--- config.mk ---
export PLATFORM = sky130hd
export DESIGN_NAME = seq_signed_div_n_flat
export DESIGN_NICKNAME = d
export VERILOG_FILES = /design/src/rtl/seq_signed_div_n_if.sv /design/src/rtl/seq_signed_div_n.sv /design/src/flat_wrapper.sv
export SDC_FILE = /design/constraint.sdc
export NUM_CORES = 1
export LEC_CHECK = 0
export ABC_CLOCK_PERIOD_IN_PS = 1700
export CORE_MARGIN = 8
export CORE_UTILIZATION = 50
export DETAILED_ROUTE_END_ITERATION = 10
export PLACE_DENSITY = 0.76
export SYNTH_ARGS = -nofsm -noshare
export SYNTH_HDL_FRONTEND = slang
export SYNTH_SLANG_ARGS = --single-unit
--- constraint.sdc ---
create_clock -name clk -period 1.7 [get_ports clk]
set_input_delay 0.425 -clock clk [delete_from_list [all_inputs] [get_ports clk]]
set_output_delay 0.425 -clock clk [all_outputs]
set_load 0.01 [all_outputs]
--- src/rtl/seq_signed_div_n_if.sv ---
// Start/busy/done handshake and operand/result bus for the sequential signed divider.
interface seq_signed_div_n_if #(
  parameter int unsigned N = 4
);
  logic         start;
  logic [N-1:0] a;
  logic [N-1:0] b;
  logic         busy;
  logic         done;
  logic [N-1:0] q;
  logic [N-1:0] r;
  logic         dbz;
  logic         ovf;

  modport master (output start, a, b, input busy, done, q, r, dbz, ovf);
  modport slave  (input start, a, b, output busy, done, q, r, dbz, ovf);
endinterface

--- src/rtl/seq_signed_div_n.sv ---
// Sequential truncating signed divider: radix-2 restoring on magnitudes, then a sign-fix cycle.
module seq_signed_div_n #(
  parameter int unsigned N = 4
) (
  input  logic                clk,
  input  logic                rst,
  seq_signed_div_n_if.slave   bus
);
  localparam int unsigned CW      = $clog2(N + 1);
  localparam logic [N-1:0] MIN_VAL = {1'b1, {(N-1){1'b0}}};
  localparam logic [N-1:0] ALL_ONE = {N{1'b1}};

  typedef enum logic [1:0] {IDLE, CALC, FIX, DONE} state_e;

  state_e        state_q, state_d;
  logic [N-1:0]  dvd_q, dvd_d;
  logic [N-1:0]  bmag_q, bmag_d;
  logic [N-1:0]  rem_q, rem_d;
  logic [CW-1:0] cnt_q, cnt_d;
  logic          neg_quo_q, neg_quo_d;
  logic          neg_rem_q, neg_rem_d;
  logic          ovf_case_q, ovf_case_d;
  logic          busy_q, busy_d;
  logic          done_q, done_d;
  logic          dbz_q, dbz_d;
  logic          ovf_q, ovf_d;
  logic [N-1:0]  quo_q, quo_d;
  logic [N-1:0]  res_r_q, res_r_d;

  logic [N-1:0]  a_mag, b_mag;
  logic [N:0]    shifted;
  logic [N:0]    trial;

  // Registered state and results
  always_ff @(posedge clk or posedge rst) begin
    if (rst) begin
      state_q    <= IDLE;
      dvd_q      <= '0;
      bmag_q     <= '0;
      rem_q      <= '0;
      cnt_q      <= '0;
      neg_quo_q  <= 1'b0;
      neg_rem_q  <= 1'b0;
      ovf_case_q <= 1'b0;
      busy_q     <= 1'b0;
      done_q     <= 1'b0;
      dbz_q      <= 1'b0;
      ovf_q      <= 1'b0;
      quo_q      <= '0;
      res_r_q    <= '0;
    end else begin
      state_q    <= state_d;
      dvd_q      <= dvd_d;
      bmag_q     <= bmag_d;
      rem_q      <= rem_d;
      cnt_q      <= cnt_d;
      neg_quo_q  <= neg_quo_d;
      neg_rem_q  <= neg_rem_d;
      ovf_case_q <= ovf_case_d;
      busy_q     <= busy_d;
      done_q     <= done_d;
      dbz_q      <= dbz_d;
      ovf_q      <= ovf_d;
      quo_q      <= quo_d;
      res_r_q    <= res_r_d;
    end
  end

  // Next-state and datapath
  always_comb begin
    state_d    = state_q;
    dvd_d      = dvd_q;
    bmag_d     = bmag_q;
    rem_d      = rem_q;
    cnt_d      = cnt_q;
    neg_quo_d  = neg_quo_q;
    neg_rem_d  = neg_rem_q;
    ovf_case_d = ovf_case_q;
    busy_d     = busy_q;
    done_d     = 1'b0;
    dbz_d      = dbz_q;
    ovf_d      = ovf_q;
    quo_d      = quo_q;
    res_r_d    = res_r_q;

    a_mag   = bus.a[N-1] ? N'(N'(0) - bus.a) : bus.a;
    b_mag   = bus.b[N-1] ? N'(N'(0) - bus.b) : bus.b;
    // rem < |b| <= 2^(N-1), so the shifted remainder always fits in N+1 bits
    shifted = {rem_q, dvd_q[N-1]};
    trial   = shifted - {1'b0, bmag_q};

    unique case (state_q)
      IDLE: begin
        if (bus.start) begin
          neg_quo_d  = bus.a[N-1] ^ bus.b[N-1];
          neg_rem_d  = bus.a[N-1];
          ovf_case_d = (bus.a == MIN_VAL) && (bus.b == ALL_ONE);
          dvd_d      = a_mag;
          bmag_d     = b_mag;
          rem_d      = '0;
          cnt_d      = '0;
          busy_d     = 1'b1;
          dbz_d      = 1'b0;
          ovf_d      = 1'b0;
          if (bus.b == '0) begin
            // Zero divisor: results are defined directly, skip the iteration
            quo_d   = ALL_ONE;
            res_r_d = bus.a;
            dbz_d   = 1'b1;
            done_d  = 1'b1;
            state_d = DONE;
          end else begin
            state_d = CALC;
          end
        end
      end
      CALC: begin
        if (shifted >= {1'b0, bmag_q}) begin
          rem_d = trial[N-1:0];
          dvd_d = {dvd_q[N-2:0], 1'b1};
        end else begin
          rem_d = shifted[N-1:0];
          dvd_d = {dvd_q[N-2:0], 1'b0};
        end
        cnt_d = CW'(cnt_q + CW'(1));
        if (cnt_q == CW'(N - 1)) begin
          state_d = FIX;
        end
      end
      FIX: begin
        quo_d   = neg_quo_q ? N'(N'(0) - dvd_q) : dvd_q;
        res_r_d = neg_rem_q ? N'(N'(0) - rem_q) : rem_q;
        ovf_d   = ovf_case_q;
        done_d  = 1'b1;
        state_d = DONE;
      end
      DONE: begin
        busy_d  = 1'b0;
        state_d = IDLE;
      end
      default: state_d = IDLE;
    endcase
  end

  assign bus.busy = busy_q;
  assign bus.done = done_q;
  assign bus.dbz  = dbz_q;
  assign bus.ovf  = ovf_q;
  assign bus.q    = quo_q;
  assign bus.r    = res_r_q;
endmodule
--- src/flat_wrapper.sv ---
// flat-port wrapper written by rule: the top's interface ports become plain ports
module seq_signed_div_n_flat 
#(
  parameter int unsigned N = 4
)
  (clk, rst, bus_start, bus_a, bus_b, bus_busy, bus_done, bus_q, bus_r, bus_dbz, bus_ovf);
  seq_signed_div_n_if #(.N(N)) bus_i ();
  input  logic clk;
  input  logic rst;
  input wire logic [$bits(bus_i.start)-1:0] bus_start;
  input wire logic [$bits(bus_i.a)-1:0] bus_a;
  input wire logic [$bits(bus_i.b)-1:0] bus_b;
  output wire logic [$bits(bus_i.busy)-1:0] bus_busy;
  output wire logic [$bits(bus_i.done)-1:0] bus_done;
  output wire logic [$bits(bus_i.q)-1:0] bus_q;
  output wire logic [$bits(bus_i.r)-1:0] bus_r;
  output wire logic [$bits(bus_i.dbz)-1:0] bus_dbz;
  output wire logic [$bits(bus_i.ovf)-1:0] bus_ovf;
  assign bus_i.start = bus_start;
  assign bus_i.a = bus_a;
  assign bus_i.b = bus_b;
  assign bus_busy = bus_i.busy;
  assign bus_done = bus_i.done;
  assign bus_q = bus_i.q;
  assign bus_r = bus_i.r;
  assign bus_dbz = bus_i.dbz;
  assign bus_ovf = bus_i.ovf;
  seq_signed_div_n #(.N(N)) u_core (.clk(clk), .rst(rst), .bus(bus_i));
endmodule
# Word level (Yosys, flattened, before mapping)
# Index checks and enable logic that the tools add are counted.
totals:
  inputBits: 11
  regBits: 32
classes:
  addsub: 6
  n_reduce_logical: 12
  muxes: 29
  n_lt_le_gt_ge: 1
  n_bitwise: 1
  n_eq_ne: 9
op_table:
  columns: ["op", "count"]
  rows:
  - ["4-bit two-way mux", 11]
  - ["4-bit case mux with 2 select lines", 4]
  - ["1-bit by 4-bit subtractor with 4-bit output, first input constant", 4]
  - ["2-bit AND reduction", 5]
  - ["4-bit == test, second input constant", 2]
  - ["2-bit case mux with 4 select lines", 1]
  - ["2-bit two-way mux", 3]
  - ["1-bit case mux with 2 select lines", 3]
  - ["3-bit case mux with 2 select lines", 1]
  - ["2-bit nonzero test", 3]
  - ["5-bit by 4-bit greater-or-equal comparator with 1-bit output", 1]
  - ["1-bit two-way mux", 5]
  - ["2-bit == test, second input constant", 2]
  - ["4-bit logical NOT", 1]
  - ["2-bit by 1-bit != test with 1-bit output, second input constant", 2]
  - ["4-bit subtractor", 1]
  - ["3-bit by 1-bit adder with 3-bit output, second input constant", 1]
  - ["3-bit by 2-bit == test with 1-bit output, second input constant", 1]
  - ["3-bit two-way mux", 1]
  - ["3-bit AND reduction", 1]
  - ["2-bit by 1-bit == test with 1-bit output, second input constant", 1]
  - ["2-bit logical NOT", 1]
  - ["2-bit != test, second input constant", 1]
  - ["1-bit logical AND", 1]
  - ["1-bit XOR", 1]

# Longest topological paths before layout
logic_depth:
  depth_word: 4
  mapped_depth: 8

# Least setup slack after synthesis
# Ideal clock, no wire load.
synth_timing:
  kind: "reg2reg"
  startpoint: "register u_core.dvd_q[3]"
  endpoint: "register u_core.rem_q[3]"
  t_arrival_ns: 1.618
  stages_incl_launch_ff: 7
  n_path_buf: 0
  setup_slack_ns: -0.039
  required_time_ns: 1.578
  cell_sequence: "dfrtp_1 inv_1 ha_1 nand2b_2 a21o_1 a311o_1 a32o_1"
synth_between:
  elab_chain_cells: 3
  elab_cells_between_ends: 4
  cone_classes: "add/sub: 1; order compare: 1; mux: 2"
synth_lines:
  columns: ["element", "line", "source"]
  rows:
  - ["start, declared", "seq_signed_div_n.sv:16", "logic [N-1:0] dvd_q, dvd_d;"]
  - ["start signal, assigned", "seq_signed_div_n.sv:53", "dvd_q <= dvd_d;"]
  - ["4-bit subtractor or 5-bit by 4-bit greater-or-equal comparator with 1-bit output (tied branches)", "seq_signed_div_n.sv:90, seq_signed_div_n.sv:118", null]
  - ["4-bit two-way mux (*)", "seq_signed_div_n.sv:118", "if (shifted >= {1'b0, bmag_q}) begin"]
  - ["4-bit case mux with 2 select lines (*)", "seq_signed_div_n.sv:92", "unique case (state_q)"]
  - ["end signal, assigned", "seq_signed_div_n.sv:55", "rem_q <= rem_d;"]
  - ["end, declared", "seq_signed_div_n.sv:18", "logic [N-1:0] rem_q, rem_d;"]
# Mark *: on every way between the ends. The rest lies on a longest branch, timed or not.
# A chain may end at the register's enable or synchronous reset.

# Final worst setup path
layout_timing:
  startpoint: "register u_core.bmag_q[0]"
  endpoint: "register u_core.rem_q[1]"
layout_between:
  elab_chain_cells: 3
  elab_cells_between_ends: 4
  cone_classes: "add/sub: 1; order compare: 1; mux: 2"
layout_lines:
  columns: ["element", "line", "source"]
  rows:
  - ["start, declared", "seq_signed_div_n.sv:17", "logic [N-1:0] bmag_q, bmag_d;"]
  - ["start signal, assigned", "seq_signed_div_n.sv:54", "bmag_q <= bmag_d;"]
  - ["4-bit subtractor or 5-bit by 4-bit greater-or-equal comparator with 1-bit output (tied branches)", "seq_signed_div_n.sv:90, seq_signed_div_n.sv:118", null]
  - ["4-bit two-way mux (*)", "seq_signed_div_n.sv:118", null]
  - ["4-bit case mux with 2 select lines (*)", "seq_signed_div_n.sv:92", null]
# Marked as above.

==> impl_metrics.csv <==
group,metric,value,unit
worst_setup_path,start_kind,"flip-flop",
drt,dr.pass1.iters,4,
synth,synth_area,1908,um2
timing,rsz0062_at_grt,"true",
worst_setup_path,crit_fanout,7,
synth,ys_ff_latch,32,
timing,worst_pin_slew,0.4002,ns
placement,dp_slack,-0.4498,ns
worst_setup_path,path_buf_inv,1,
worst_setup_path,cp_top_family,"simple AND/OR/NAND/NOR gates",
outcome,violations,"setup timing",
timing,fin_crit_sh,101.4,%
global_routing,grt_pass1_vias,1704,
global_routing,use_met2,26.73,%
synth,synth_area_per_cell,9.886,um2
synth,synth_commonest_cells,"dfrtp_1, nand2_1, inv_1, ha_1, mux2i_1",
synth,ys.flop_type,"dfrtp_1",
clock_tree,clockRootBuffer,"clkbuf_8",
flow_run,drv_cap,0,
global_routing,grt-busiest-layer,"met2",
final_layout,diodes,0,
clock_tree,cts_tree,"yes",
timing,fin_crit,1.724,ns
timing,setup_slack,-0.02410,ns
worst_setup_path,critical_path_class,"flip-flop to flip-flop",
placement,gp_congestion,0.8154,
worst_setup_path,critPathSlowestCell,"or4_4",
global_routing,grt_pass1_wl,7.790,mm
global_routing,grt_max_degree,33,
floorplan,initial_core_util,52.12,%
power_and_ir_drop,p_total,4850,uW
final_layout,seq_area,802.0,um2
clock_tree,cts-buffers-inserted,5,
clock_tree,clk_pin_slew_worst_paths,0.07,ns
drt,viasPerCell,5.342,
synth,synth_fp_nets,220,
timing,slew_headroom,73.32,%
timing,finalHoldViolCount,0,
floorplan,die_area,6049,um2
synth,ys_async_sr_fraction,100.0,%
placement,dp_hpwl,3.242,mm
worst_setup_path,worstPathRequired,1.93,ns
synth,synth_area_leaders,"dfrtp_1, ha_1, nand2_1, mux2i_1, inv_1",
drt,wl,4.466,mm
synth,yosysMostFrequentCell,"dfrtp_1",
global_routing,met3_usage,4.954,%
drt,drt_iter0_markers,120,
worst_setup_path,critPathArrivalTime,1.95,ns
power_and_ir_drop,p_per_area,1849,nW/um2
clock_tree,cts.sinks,32,
drt,drtAntennaViolNets,0,
clock_tree,htreeDepth,2,
timing,fmax,580.0,MHz
synth,synth_edf_count,0,
floorplan,die_h,77.78,um
floorplan,die_w,77.78,um
timing,setup_violations,3,
placement,place_inst,293,
clock_tree,cts_buffer_depth,2,
power_and_ir_drop,vdd_drop_max,0.001086,V
floorplan,core-area,3661,um2
drt,wl_per_cell,14.69,um
global_routing,grt_usage,15.84,%
drt,drc_errors,0,
final_layout,fillCellCount,270,
global_routing,overflow,0,
worst_setup_path,r2r_slack,-0.02,ns
min_path,hold_class,"flip-flop to flip-flop",
synth,ys_types,39,
floorplan,ios,23,
power_and_ir_drop,p_leak,0.001234,uW
synth,yosysWarnings,0,
clock_tree,clk_latency,0.29,ns
final_layout,multi_input_area,1086,um2
synth,netlist_instances,193,
outcome,outcome,"complete, but fails checks",
final_layout,area_growth,37.51,%
final_layout,final_nets,282,
drt,vias,1624,
final_layout,layout-drive-gt1-share,26.95,%
worst_setup_path,endpoint_kind,"flip-flop",
synth,synth_top_area_share,41.97,%
final_layout,fin_cells,304,
synth,synth_top_area_cell,"dfrtp_1",
placement,post_dp_cell_area,2440,um2
floorplan,placementRows,22,
timing,setup_tns,-0.04529,ns
worst_setup_path,cp_cell_sequence,"ha_4 -> nand2b_4 -> a2111oi_4 -> buf_4 -> or4_4 -> nand3_2",
worst_setup_path,slowest_delay,0.52,ns
placement,io_buffers,22,
timing,slew_viol_final,0,
synth,ys_seq_area_share,41.97,%
global_routing,grt_antenna_before_repair,0,
timing,skew,0.004863,ns
final_layout,stdcell_area,2624,um2
global_routing,met1_usage,17.85,%
==> what timing repair did <==
action	4_1_cts	5_1_grt
setup buffers	2	2
cloned	0	0
hold buffers	0	0
endpoints found under the setup margin	13	8
pin swaps	6	5
resized for setup	12	7
==> power by group <==
part / leakage (uW) / switching, uW / internal, uW
logic: 0.000797 / 1370 / 1550
clock network: 0.0000455 / 284 / 330
registers: 0.000392 / 240 / 1080
total: 0.00123 / 1890 / 2960
==> stage by stage <==
stage                     hold slack [ns]  util [%]
after floorplan                    0.4489         -
after global placement             0.4599     66.64
after detailed placement           0.4762     66.64
after CTS                          0.4983     70.54
after global routing               0.5224     71.67
final                              0.4928     71.67
==> path summary, 6_finish.rpt <==
kind	from	to	cells past startpoint
min in group asynchronous	rst	u_core.bus.q[1]	3
worst min register to register	u_core.bmag_q[2]	u_core.bmag_q[2]	2
worst max-delay path	u_core.bmag_q[0]	u_core.rem_q[1]	6
worst max register to register	u_core.bmag_q[0]	u_core.rem_q[1]	6
max in group asynchronous	rst	u_core.rem_q[0]	3
worst min-delay path	u_core.bmag_q[2]	u_core.bmag_q[2]	2
==> worst min-delay path, delay by kind of cell (launching register included) <==
kind | cells | cell delay [ns]
AO/OA/AOI/OAI | 1 | 0.06
flip-flops | 1 | 0.34
AND/OR/NAND/NOR | 1 | 0.05
==> area by class of cell <==
type                       instances  area share, %
multi-input combinational        137          41.39
sequential                        32          30.57
timing repair buffer              62          19.89
clock buffer                       8          3.433
inverter                          17          2.432
tap                               48          2.289
==> routing by layer <==
layer / up-vias / share of wire [%] / routed length [um]
met1: 790 / 42 / 1870
met5: - / 0 / 0
met3: 6 / 5.4 / 239
li1: 790 / - / -
met4: 0 / 1.5 / 67
met2: 38 / 51 / 2289
==> logic make-up after synthesis <==
| family | count (synthesis) | share of synthesized area [%] |
|---|---|---|
| AOI/OAI and AO/OA | 40 | 14.49 |
| xor gates and xnor gates | 8 | 3.672 |
| adders and majority gates | 16 | 10.89 |
| buffers and inverters | 24 | 5.049 |
| DFF | 32 | 41.97 |
| muxes | 15 | 8.590 |
| and+or+nand+nor | 58 | 15.34 |
==> registers in the layout, summed over array words and instances, names as in the netlist <==
register,count
u_core.bmag_q,4
u_core.bus.q,4
u_core.bus.r,4
u_core.dvd_q,4
u_core.rem_q,4
u_core.cnt_q,3
u_core.state_q,2
u_core.bus.busy,1
u_core.bus.dbz,1
u_core.bus.done,1
u_core.bus.ovf,1
u_core.neg_quo_q,1
u_core.neg_rem_q,1
u_core.ovf_case_q,1
==> placed cells by master, fill, tap and decap left out, drive strengths merged <==
cell,instances
a2111oi,1
a211oi,1
a21o,1
a21oi,4
a22o,2
a311o,1
a31oi,1
a32o,2
and2,1
buf,40
clkbuf,8
clkdlybuf4s50,20
dfrtp,32
dlygate4sd2,2
fa,1
ha,15
inv,17
mux2,5
mux2i,10
nand2,29
nand2b,6
nand3,4
nand4,1
nand4b,1
nor2,4
nor2b,5
nor3b,1
nor4,1
o211ai,5
o21ai,18
o31ai,3
o32a,1
or2,2
or4,3
xnor2,7
xor2,1
(Power assumes the default switching activity.)
